<file path="src/rtl/dcache_axi_req_arb.sv">
// rtl/dcache_axi_req_arb.sv - round-robin arbiter sharing one request FIFO between refill and writeback
module dcache_axi_req_arb #(
  parameter int ADDR_W = 2,
  parameter int DATA_W = 32
) (
  input  logic              clk_i,
  input  logic              rst_i,
  input  logic              flush_i,
  input  logic              req0_valid_i,
  input  logic [DATA_W-1:0] req0_data_i,
  output logic              req0_accept_o,
  input  logic              req1_valid_i,
  input  logic [DATA_W-1:0] req1_data_i,
  output logic              req1_accept_o,
  output logic              out_valid_o,
  output logic [DATA_W-1:0] out_data_o,
  output logic              out_src_o,
  input  logic              out_accept_i,
  output logic [ADDR_W:0]   count_o,
  output logic              full_o,
  output logic              empty_o
);
  localparam int DEPTH = 1 << ADDR_W;
  localparam logic [ADDR_W:0] FULL_CNT = (ADDR_W+1)'(DEPTH);

  logic [ADDR_W-1:0] rd_ptr_q, rd_ptr_d;
  logic [ADDR_W-1:0] wr_ptr_q, wr_ptr_d;
  logic [ADDR_W:0]   count_q, count_d;
  logic              prio_q, prio_d;
  logic [DATA_W:0]   mem_q [DEPTH];
  logic [DATA_W:0]   head;
  logic              full, empty, can_push, gnt0, gnt1, push, pop;
  logic [DATA_W-1:0] push_data;

  assign full  = (count_q == FULL_CNT);
  assign empty = (count_q == '0);

  // Registered full only: a same-cycle pop never makes room for a push.
  assign can_push  = ~full & ~flush_i;
  assign gnt0      = can_push & req0_valid_i & (~req1_valid_i | ~prio_q);
  assign gnt1      = can_push & req1_valid_i & (~req0_valid_i | prio_q);
  assign push      = gnt0 | gnt1;
  assign push_data = gnt1 ? req1_data_i : req0_data_i;
  assign pop       = ~empty & out_accept_i & ~flush_i;

  always_comb begin
    rd_ptr_d = rd_ptr_q;
    wr_ptr_d = wr_ptr_q;
    count_d  = count_q;
    prio_d   = prio_q;
    if (flush_i) begin
      rd_ptr_d = '0;
      wr_ptr_d = '0;
      count_d  = '0;
      prio_d   = 1'b0;
    end else begin
      if (pop)  rd_ptr_d = rd_ptr_q + ADDR_W'(1);
      if (push) begin
        wr_ptr_d = wr_ptr_q + ADDR_W'(1);
        prio_d   = gnt0;
      end
      case ({push, pop})
        2'b10:   count_d = count_q + (ADDR_W+1)'(1);
        2'b01:   count_d = count_q - (ADDR_W+1)'(1);
        default: count_d = count_q;
      endcase
    end
  end

  always_ff @(posedge clk_i or posedge rst_i) begin
    if (rst_i) begin
      rd_ptr_q <= '0;
      wr_ptr_q <= '0;
      count_q  <= '0;
      prio_q   <= 1'b0;
    end else begin
      rd_ptr_q <= rd_ptr_d;
      wr_ptr_q <= wr_ptr_d;
      count_q  <= count_d;
      prio_q   <= prio_d;
    end
  end

  always_ff @(posedge clk_i) begin
    if (push) mem_q[wr_ptr_q] <= {gnt1, push_data};
  end

  assign head          = mem_q[rd_ptr_q];
  assign out_data_o    = head[DATA_W-1:0];
  assign out_src_o     = head[DATA_W];
  assign out_valid_o   = ~empty;
  assign req0_accept_o = gnt0;
  assign req1_accept_o = gnt1;
  assign count_o       = count_q;
  assign full_o        = full;
  assign empty_o       = empty;
endmodule

</file>
<file path="config.mk">
export PLATFORM = sky130hd
export DESIGN_NAME = dcache_axi_req_arb
export DESIGN_NICKNAME = d
export VERILOG_FILES = /design/src/rtl/dcache_axi_req_arb.sv
export SDC_FILE = /design/constraint.sdc
export NUM_CORES = 1
export LEC_CHECK = 0
export ABC_AREA = 1
export CELL_PAD_IN_SITES_DETAIL_PLACEMENT = 0
export CELL_PAD_IN_SITES_GLOBAL_PLACEMENT = 1
export CORE_MARGIN = 8
export CORE_UTILIZATION = 25
export DETAILED_ROUTE_END_ITERATION = 10
export PLACE_DENSITY = 0.59
export SLEW_MARGIN = 20
export SYNTH_ARGS = -nofsm -noshare
export SYNTH_HDL_FRONTEND = slang
export SYNTH_SLANG_ARGS = --single-unit
</file>
<file path="constraint.sdc">
create_clock -name clk_i -period 5.95 [get_ports clk_i]
set_input_delay 1.19 -clock clk_i [delete_from_list [all_inputs] [get_ports clk_i]]
set_output_delay 1.19 -clock clk_i [all_outputs]
set_load 0.02 [all_outputs]
</file>
After elaboration in Yosys (flattened, before gate mapping)
Memory sizes are Yosys's and may differ from the RTL's.
Cells that the tools add are included.
Widths: inputs -> output; s select.
{"block": "word_totals", "regBits": 8, "mem_bits_rw": 132, "input_bits": 70, "n_memories": 1}
{"block": "classes", "n_addsub": 4, "n_eq_ne": 3, "n_mux": 11, "n_bitwise": 16, "reduce_logical": 4}
{"memory": "mem_q", "words": 4, "width": 33, "read_ports": 1, "rd_clocked_by_memory_dff": 0, "wr": 1, "line_no": "30", "text": "logic [DATA_W:0] mem_q [DEPTH];"}
{"cell": "$mux 32", "n": 1}
{"cell": "$mux 2", "n": 4}
{"cell": "$and 1x1->1", "n": 7}
{"cell": "$not 1->1", "n": 6}
{"cell": "$pmux 3 s2", "n": 1}
{"cell": "$add 2x1->2 const B", "n": 2}
{"cell": "$mux 1", "n": 4}
{"cell": "$reduce_bool 2->1", "n": 2}
{"cell": "$add 3x1->3 const B", "n": 1}
{"cell": "$eq 3x3->1 const B", "n": 1}
{"cell": "$logic_not 3->1", "n": 1}
{"cell": "$mux 3", "n": 1}
{"cell": "$or 1x1->1", "n": 3}
{"cell": "$reduce_bool 3->1", "n": 1}
{"cell": "$sub 3x1->3 const B", "n": 1}
{"cell": "$eq 2x1->1 const B", "n": 1}
{"cell": "$eq 2x2->1 const B", "n": 1}

Longest topological paths before layout
Gate-level depths: netlist (run 1).
{"block": "logic_depth", "depth_word": 9, "depth_mapped": 13, "depth_no_buf": 13}

Worst setup path before layout (run 1)
OpenSTA, ideal clock, no wires.
{"block": "synth_timing", "kind": "input to register", "from": "in flush_i", "to": "mem mem_q[0][0] (netlist bit), enable pin", "setup_time_ns": 0.423, "t_arrival_ns": 2.930, "slack_ns": 2.597, "stages": 3, "path_cell_list": "a21oi_1 o21ai_4 nor2_1"}
{"block": "synth_between", "elab_chain_len": 7, "elab_cells_between_ends": 9, "cone_classes": "mux: 2; bitwise: 7"}
{"item": "start, declared", "line_no": "8", "text": "input logic flush_i,"}
{"item": "$not 1->1 *", "line_no": "39", "text": "assign can_push = ~full & ~flush_i;"}
{"item": "$and 1x1->1 *", "line_no": "39"}
{"item": "$and 1x1->1 (on tied branches) (2 in series)", "line_no": "40, 41"}
{"item": "$or 1x1->1 *", "line_no": "42", "text": "assign push = gnt0 | gnt1;"}
{"item": "$mux 1 *", "line_no": "85", "text": "if (push) mem_q[wr_ptr_q] <= {gnt1, push_data};"}
{"item": "$mux 1 (not written as such) *", "line_no": "85"}
{"item": "end, declared", "line_no": "30"}
Mark *: on every way between the ends. The rest lies on a longest branch, timed or not.

Final worst setup path (run 1)
{"block": "layout_timing", "from": "reg rd_ptr_q[1]", "to": "out out_data_o[0]"}
{"block": "layout_between", "elab_chain_len": 1}
{"item": "start, declared", "line_no": "26", "text": "logic [ADDR_W-1:0] rd_ptr_q, rd_ptr_d;"}
{"item": "start signal, assigned", "line_no": "77", "text": "rd_ptr_q <= rd_ptr_d;"}
{"item": "$mem_v2 4x33"}
{"item": "end, declared", "line_no": "16", "text": "output logic [DATA_W-1:0] out_data_o,"}
No other way between the ends.

==> results of run 1 <==
[layer usage]
metal	up-vias	global-route usage [%]	part of all wire, %
met5	-	0	0
met4	0	3.26	0.80
met3	7	3.24	5.1
met2	86	18.2	50
met1	1961	13.6	44
li1	1974	-	-
[per-stage QoR]
stage          area [sq um]  util [%]
2_1_floorplan          5840         -
3_3_place_gp           7280      31.4
3_5_place_dp           7390      31.9
4_1_cts                7970      34.4
5_1_grt                7970      34.4
6_report               7970      34.4
[worst max-delay path: stages, from the launching register on]
cell             delay [ps]
dfrtp_1                 370
inv_1                   650
buf_4                   370
o21ai_0                 120
o22ai_1                 310
clkdlybuf4s50_1         680
[Yosys cell counts]
cell / number / area, sq um
a21oi_2: 3 / 26.3
inv_1: 18 / 67.6
o21ai_4: 2 / 32.5
nand3_1: 5 / 25.0
nand2_4: 1 / 11.3
o21ai_0: 69 / 345
o22ai_1: 33 / 206
ha_1: 4 / 50.1
nand2_1: 110 / 413
inv_2: 3 / 11.3
buf_2: 9 / 45.0
nor2_4: 2 / 22.5
xnor2_1: 1 / 8.76
nor3_1: 1 / 5.00
edfxtp_1: 132 / 3960
a21oi_1: 4 / 20.0
dfrtp_1: 8 / 200
o21bai_1: 1 / 7.51
buf_4: 3 / 22.5
nor2_1: 71 / 267
fa_1: 1 / 20.0
nand2_2: 3 / 18.8
clkbuf_1: 14 / 52.6
[cells by family after synthesis]
family	count (synthesis)	share of synthesized area [%]
simple gates	193	13.0
xor+xnor	1	0.150
flops	140	71.3
buf+inv	47	3.41
compound gates	112	10.9
fa+ha+maj	5	1.20
[sequential cells by signal, indices dropped and copies added, names as in the netlist]
| name | flops |
|---|---|
| wr_ptr_q | 2 |
| prio_q | 1 |
| count_o | 3 |
| rd_ptr_q | 2 |
| mem_q | 132 |
[layout make-up]
| class | instances | area (sq um) | share of cell area [%] |
|---|---|---|---|
| inverter | 21 | 80.1 | 1.00 |
| sequential | 140 | 4170 | 52.3 |
| clock buffer | 17 | 425 | 5.34 |
| multi-input combinational | 311 | 1510 | 18.9 |
| timing repair buffer | 118 | 1240 | 15.6 |
| clock inverter | 15 | 149 | 1.87 |
| tap | 319 | 399 | 5.01 |
[power groups by stage]
stage	registers (W)	logic, W	clock network, W
2_1_floorplan	0.00118	0.000236	0
3_3_place_gp	0.00117	0.000456	0
3_5_place_dp	0.00118	0.000478	0
4_1_cts	0.00116	0.000480	0.00105
5_1_grt	0.00116	0.000514	0.00108
6_report	0.00116	0.000466	0.00102
[placed cells by master (no fill, tap or decap), drive strengths merged]
cell type,n
edfxtp,132
nand2,114
clkdlybuf4s50,110
nor2,73
o21ai,71
o22ai,33
inv,22
clkbuf,17
clkinv,10
dfrtp,8
buf,8
a21oi,7
nand3,5
ha,4
bufinv,2
clkinvlp,2
nor3,1
o21bai,1
xnor2,1
fa,1
[path summary, 6_finish.rpt]
check / startpoint / slack [ps] / cells after the start / endpoint
min in group asynchronous: rst_i / 1050 / 2 / prio_q$_DFFE_PP0P_
worst max register to register: count_o[0]$_DFFE_PP0P_ / 3580 / 8 / mem_q[0][0]$_DFFE_PP_
max in group asynchronous: rst_i / 4620 / 2 / rd_ptr_q[0]$_DFFE_PP0P_
worst min-delay path: count_o[1]$_DFFE_PP0P_ / 620 / 2 / count_o[1]$_DFFE_PP0P_
worst min register to register: count_o[1]$_DFFE_PP0P_ / 620 / 2 / count_o[1]$_DFFE_PP0P_
worst max-delay path: rd_ptr_q[1]$_DFFE_PP0P_ / 1850 / 5 / out_data_o[0]
==> metrics.yaml, run 1 <==
outcome:
  outcome: "finished clean"
power:
  p_total_w: 0.00264
  switchingPower_w: 0.000692
  p_clk_share_pct: 38.6
  seq_power_share_pct: 43.8
  power_density_nw_per_um2: 331
  ir_drop_mv: 0.196
  cellLeakagePower_nw: 2.87
  combPwrFrac_pct: 17.7
  netSwitchingFraction_pct: 26.2
  cell_internal_pwr_w: 0.00195
die:
  die_y_um: 169
  initial_utilization_pct: 25.2
  die_x_um: 169
  core-area_sq_um: 23200
  ioPinCount: 111
  fp.dieArea_sq_um: 28500
  rows: 56
yosys:
  ys_seq_area_share_pct: 71.3
  synth_cell_types: 23
  syn-cell-area_sq_um: 5840
  ys_ff_latch: 140
  syn_inst: 498
  yosys_warnings: 0
  syn_nets: 573
  avgSynthCellArea_sq_um: 11.7
worst_setup_path:
  worst_ep_arrival_time_ps: 2910
  crit_type: "reg -> out"
  start_kind: "flop"
  crit_required_ps: 4760
  critPathMaxFanout: 20
  endpoint_kind: "primary output"
place:
  dp_hpwl_um: 9800
  dp_cells: 909
  io_buffers: 110
  gp_congestion: 0.735
  pre_cts_ws_ps: 1910
clock_network:
  root_buffer: "clkbuf_16"
  clock_sinks: 140
  htreeDepth: 4
  cts_resized: 0
  cts.path.max_buffers: 2
  cts_tree: "done"
  cts_made_buffers: 17
  clk_pin_slew_ps: 60
  clock_latency_ps: 410
  cts_setup_buffers: 0
  holdBufCountCts: 0
global_route:
  grt_pass1_wl_um: 23800
  grtUsageTotal_pct: 11.0
  grt_remaining_overflow: 0
  first_global_vias: 4241
  antenna_found_initial: 0
  grt_max_degree: 68
finish:
  final_nets: 684
  fill_cells: 2302
  num_antenna_cells: 0
  area_growth_pct: 36.4
  layout.cells.non_filler: 941
  drive_gt1_share_pct: 9.32
flow_run:
  maxCapViolations: 0
routing:
  wirelength_um: 15200
  drt_iter0_drc: 142
  wire_per_inst_um: 16.2
  vias_per_cell: 4.28
  drc: 0
  ant_nets: 0
  vias: 4028
  dr.pass1.iters: 4
timing:
  fin_skew_ps: 9.25
  finalSetupViolCount: 0
  rsz0062_at_grt: "false"
  finalWorstSetupSlack_ps: 1850
  period_minus_slack_ps: 4100
  worst_pin_slew_ps: 915
  period_share_pct: 69.0
  max_freq_ghz: 0.244
  hold-worst-slack_ps: 620
  drv_slew: 0
  hold_violations: 0
  slew_headroom_pct: 38.9
  fin_tns_setup_ps: 0
min_path:
  hp-class: "reg -> reg"
Note: power is estimated with default switching activity, not from simulation.
==> inputs of run 2 (changes only) <==
clock period = 4.2 ns   (was 5.95 ns; I/O delays follow)
==> metrics.yaml, run 2 (synthesized netlist as in run 1, its figures left out) <==
finish:
  final_common_cell: "edfxtp_1"
  largest_reg_flops: 132  # unchanged
  num_antenna_cells: 0  # unchanged
  area_growth_pct: 35.2
  largest-register: "mem_q"
  drive_gt1_share_pct: 9.74  # +0.42 points
  final_nets: 688  # +0.58%
  final_cell_mix: "132 x edfxtp_1, 110 x nand2_1, 109 x clkdlybuf4s50_1"
power:
  ir_drop_mv: 0.267  # +36%
  cellLeakagePower_nw: 2.85  # -0.49%
  power_density_nw_per_um2: 468  # +41%
clock_network:
  clock_sinks: 140  # unchanged
  cts.path.max_buffers: 2  # unchanged
  cts_setup_buffers: 0  # unchanged
  htreeDepth: 4  # unchanged
  cts_resized: 0  # unchanged
  cts_tree: "done"
  clk_pin_slew_ps: 60  # about the same
  cts_made_buffers: 17  # unchanged
  clock_latency_ps: 410  # about the same
  root_buffer: "clkbuf_16"
  holdBufCountCts: 0  # unchanged
die:
  initial_utilization_pct: 25.2  # unchanged
  die_y_um: 169  # unchanged
  fp.dieArea_sq_um: 28500  # unchanged
  core-area_sq_um: 23200  # unchanged
  ioPinCount: 111  # unchanged
  die_x_um: 169  # unchanged
  rows: 56  # unchanged
routing:
  drc: 0  # unchanged
  wire_per_inst_um: 16.3  # +1.2%
  drt_iter0_drc: 183  # +29%
  vias_per_cell: 4.25  # -0.70%
  dr.pass1.iters: 4  # unchanged
  wirelength_um: 15400  # +1.6%
  vias: 4017  # -0.27%
  ant_nets: 0  # unchanged
timing:
  worst_pin_slew_ps: 680  # -236 ps
  hold_violations: 0  # unchanged
  max_freq_ghz: 0.265
  fin_tns_setup_ps: 0  # unchanged
  hold-worst-slack_ps: 611  # -9.14 ps
  finalSetupViolCount: 0  # unchanged
  fin_skew_ps: 8.19  # -1.06 ps
  slew_headroom_pct: 54.6  # +16 points
  period_share_pct: 89.8
  period_minus_slack_ps: 3770
  drv_slew: 0  # unchanged
  rsz0062_at_grt: "false"
global_route:
  grt_remaining_overflow: 0  # unchanged
  first_global_vias: 4223  # -0.42%
  grtUsageTotal_pct: 11.1  # +0.14 points
  grt_pass1_wl_um: 23800  # -0.26%
  antenna_found_initial: 0  # unchanged
  grt_max_degree: 38  # -44%
place:
  gp_congestion: 0.707  # -3.8%
  io_buffers: 110  # unchanged
  dp_hpwl_um: 10000  # +2.3%
worst_setup_path:
  start_kind: "flop"
  crit_required_ps: 3360  # -1400 ps
  worst_ep_arrival_time_ps: 2930  # +20 ps
  worstReg2RegEnd: "mem_q[3][29]$_DFFE_PP_"
  startpoint: "rd_ptr_q[0]$_DFFE_PP0P_"
  endpoint_kind: "primary output"
  rr_startpoint: "count_o[0]$_DFFE_PP0P_"
  r2r_setup_slack_ps: 1770  # -1810 ps
  r2r_cells: 5  # -3
  critPathMaxFanout: 35  # +75%
  crit_type: "reg -> out"
min_path:
  min_from: "count_o[1]$_DFFE_PP0P_"
  hp-class: "reg -> reg"
  min_to: "count_o[1]$_DFFE_PP0P_"
  hold_path_depth: 2  # unchanged
flow_run:
  maxCapViolations: 0  # unchanged
outcome:
  outcome: "finished clean"
-- run 2: cell types whose count changed in the layout (fill, tap and decap cells not counted), sizes merged --
cell	change
inv	-1
clkdlybuf4s50	-1
clkbuf	+1
buf	+5
-- run 2: layer usage --
layer  up-vias  routed length, um  global-route usage, %
li1       1981                  -                      -
met3        12                721                   3.59
met4         0                146                   3.38
met5         -                  0                      0
met1      1948               6830                   13.3
met2        76               7740                   18.9
-- run 2: worst max path at each step --
stage / cells after the start / slack (ps) / to
3_5_place_dp: 5 / 780 / out_data_o[14]
3_3_place_gp: 5 / 830 / out_data_o[14]
5_1_grt: 5 / 220 / out_data_o[13]
6_report: 5 / 430 / out_data_o[13]
2_1_floorplan: 3 / 1200 / mem_q[0][0]$_DFFE_PP_
4_1_cts: 5 / 330 / out_data_o[14]
-- run 2: report_power, final --
group          total, W  leakage [nW]  internal [W]  switching, W
sequential      0.00165          1.31       0.00162     0.0000346
clock           0.00141         0.272      0.000862      0.000545
combinational  0.000636          1.27      0.000264      0.000372
total           0.00369          2.85       0.00274      0.000952
-- run 2: metrics by stage --
step / area (sq um) / cells / utilization [%] / total power (W) / setup slack, ps
after floorplan: 5840 / 498 / - / 0.00200 / 1200
after global placement: 7340 / 913 / 31.7 / 0.00232 / 826
after detailed placement: 7340 / 913 / 31.7 / 0.00233 / 783
after CTS: 7900 / 945 / 34.1 / 0.00375 / 330
after global routing: 7900 / 945 / 34.1 / 0.00386 / 218
final: 7900 / 945 / 34.1 / 0.00369 / 430
-- run 2: cell type report --
class	instances	area, sq um
Inverter	21	78.8
Clock buffer	18	429
Multi-Input combinational cell	311	1510
Tap cell	319	399
Sequential cell	140	4170
Timing Repair Buffer	122	1190
Clock inverter	14	129
Fill cell	2341	15300
-- run 2: worst max-delay path, cell delays in order, from the launching register on --
cell and delay [ps]:
dfrtp_2 640, inv_2 590, buf_4 340, nor2_1 60, o22ai_1 230, clkdlybuf4s50_1 650
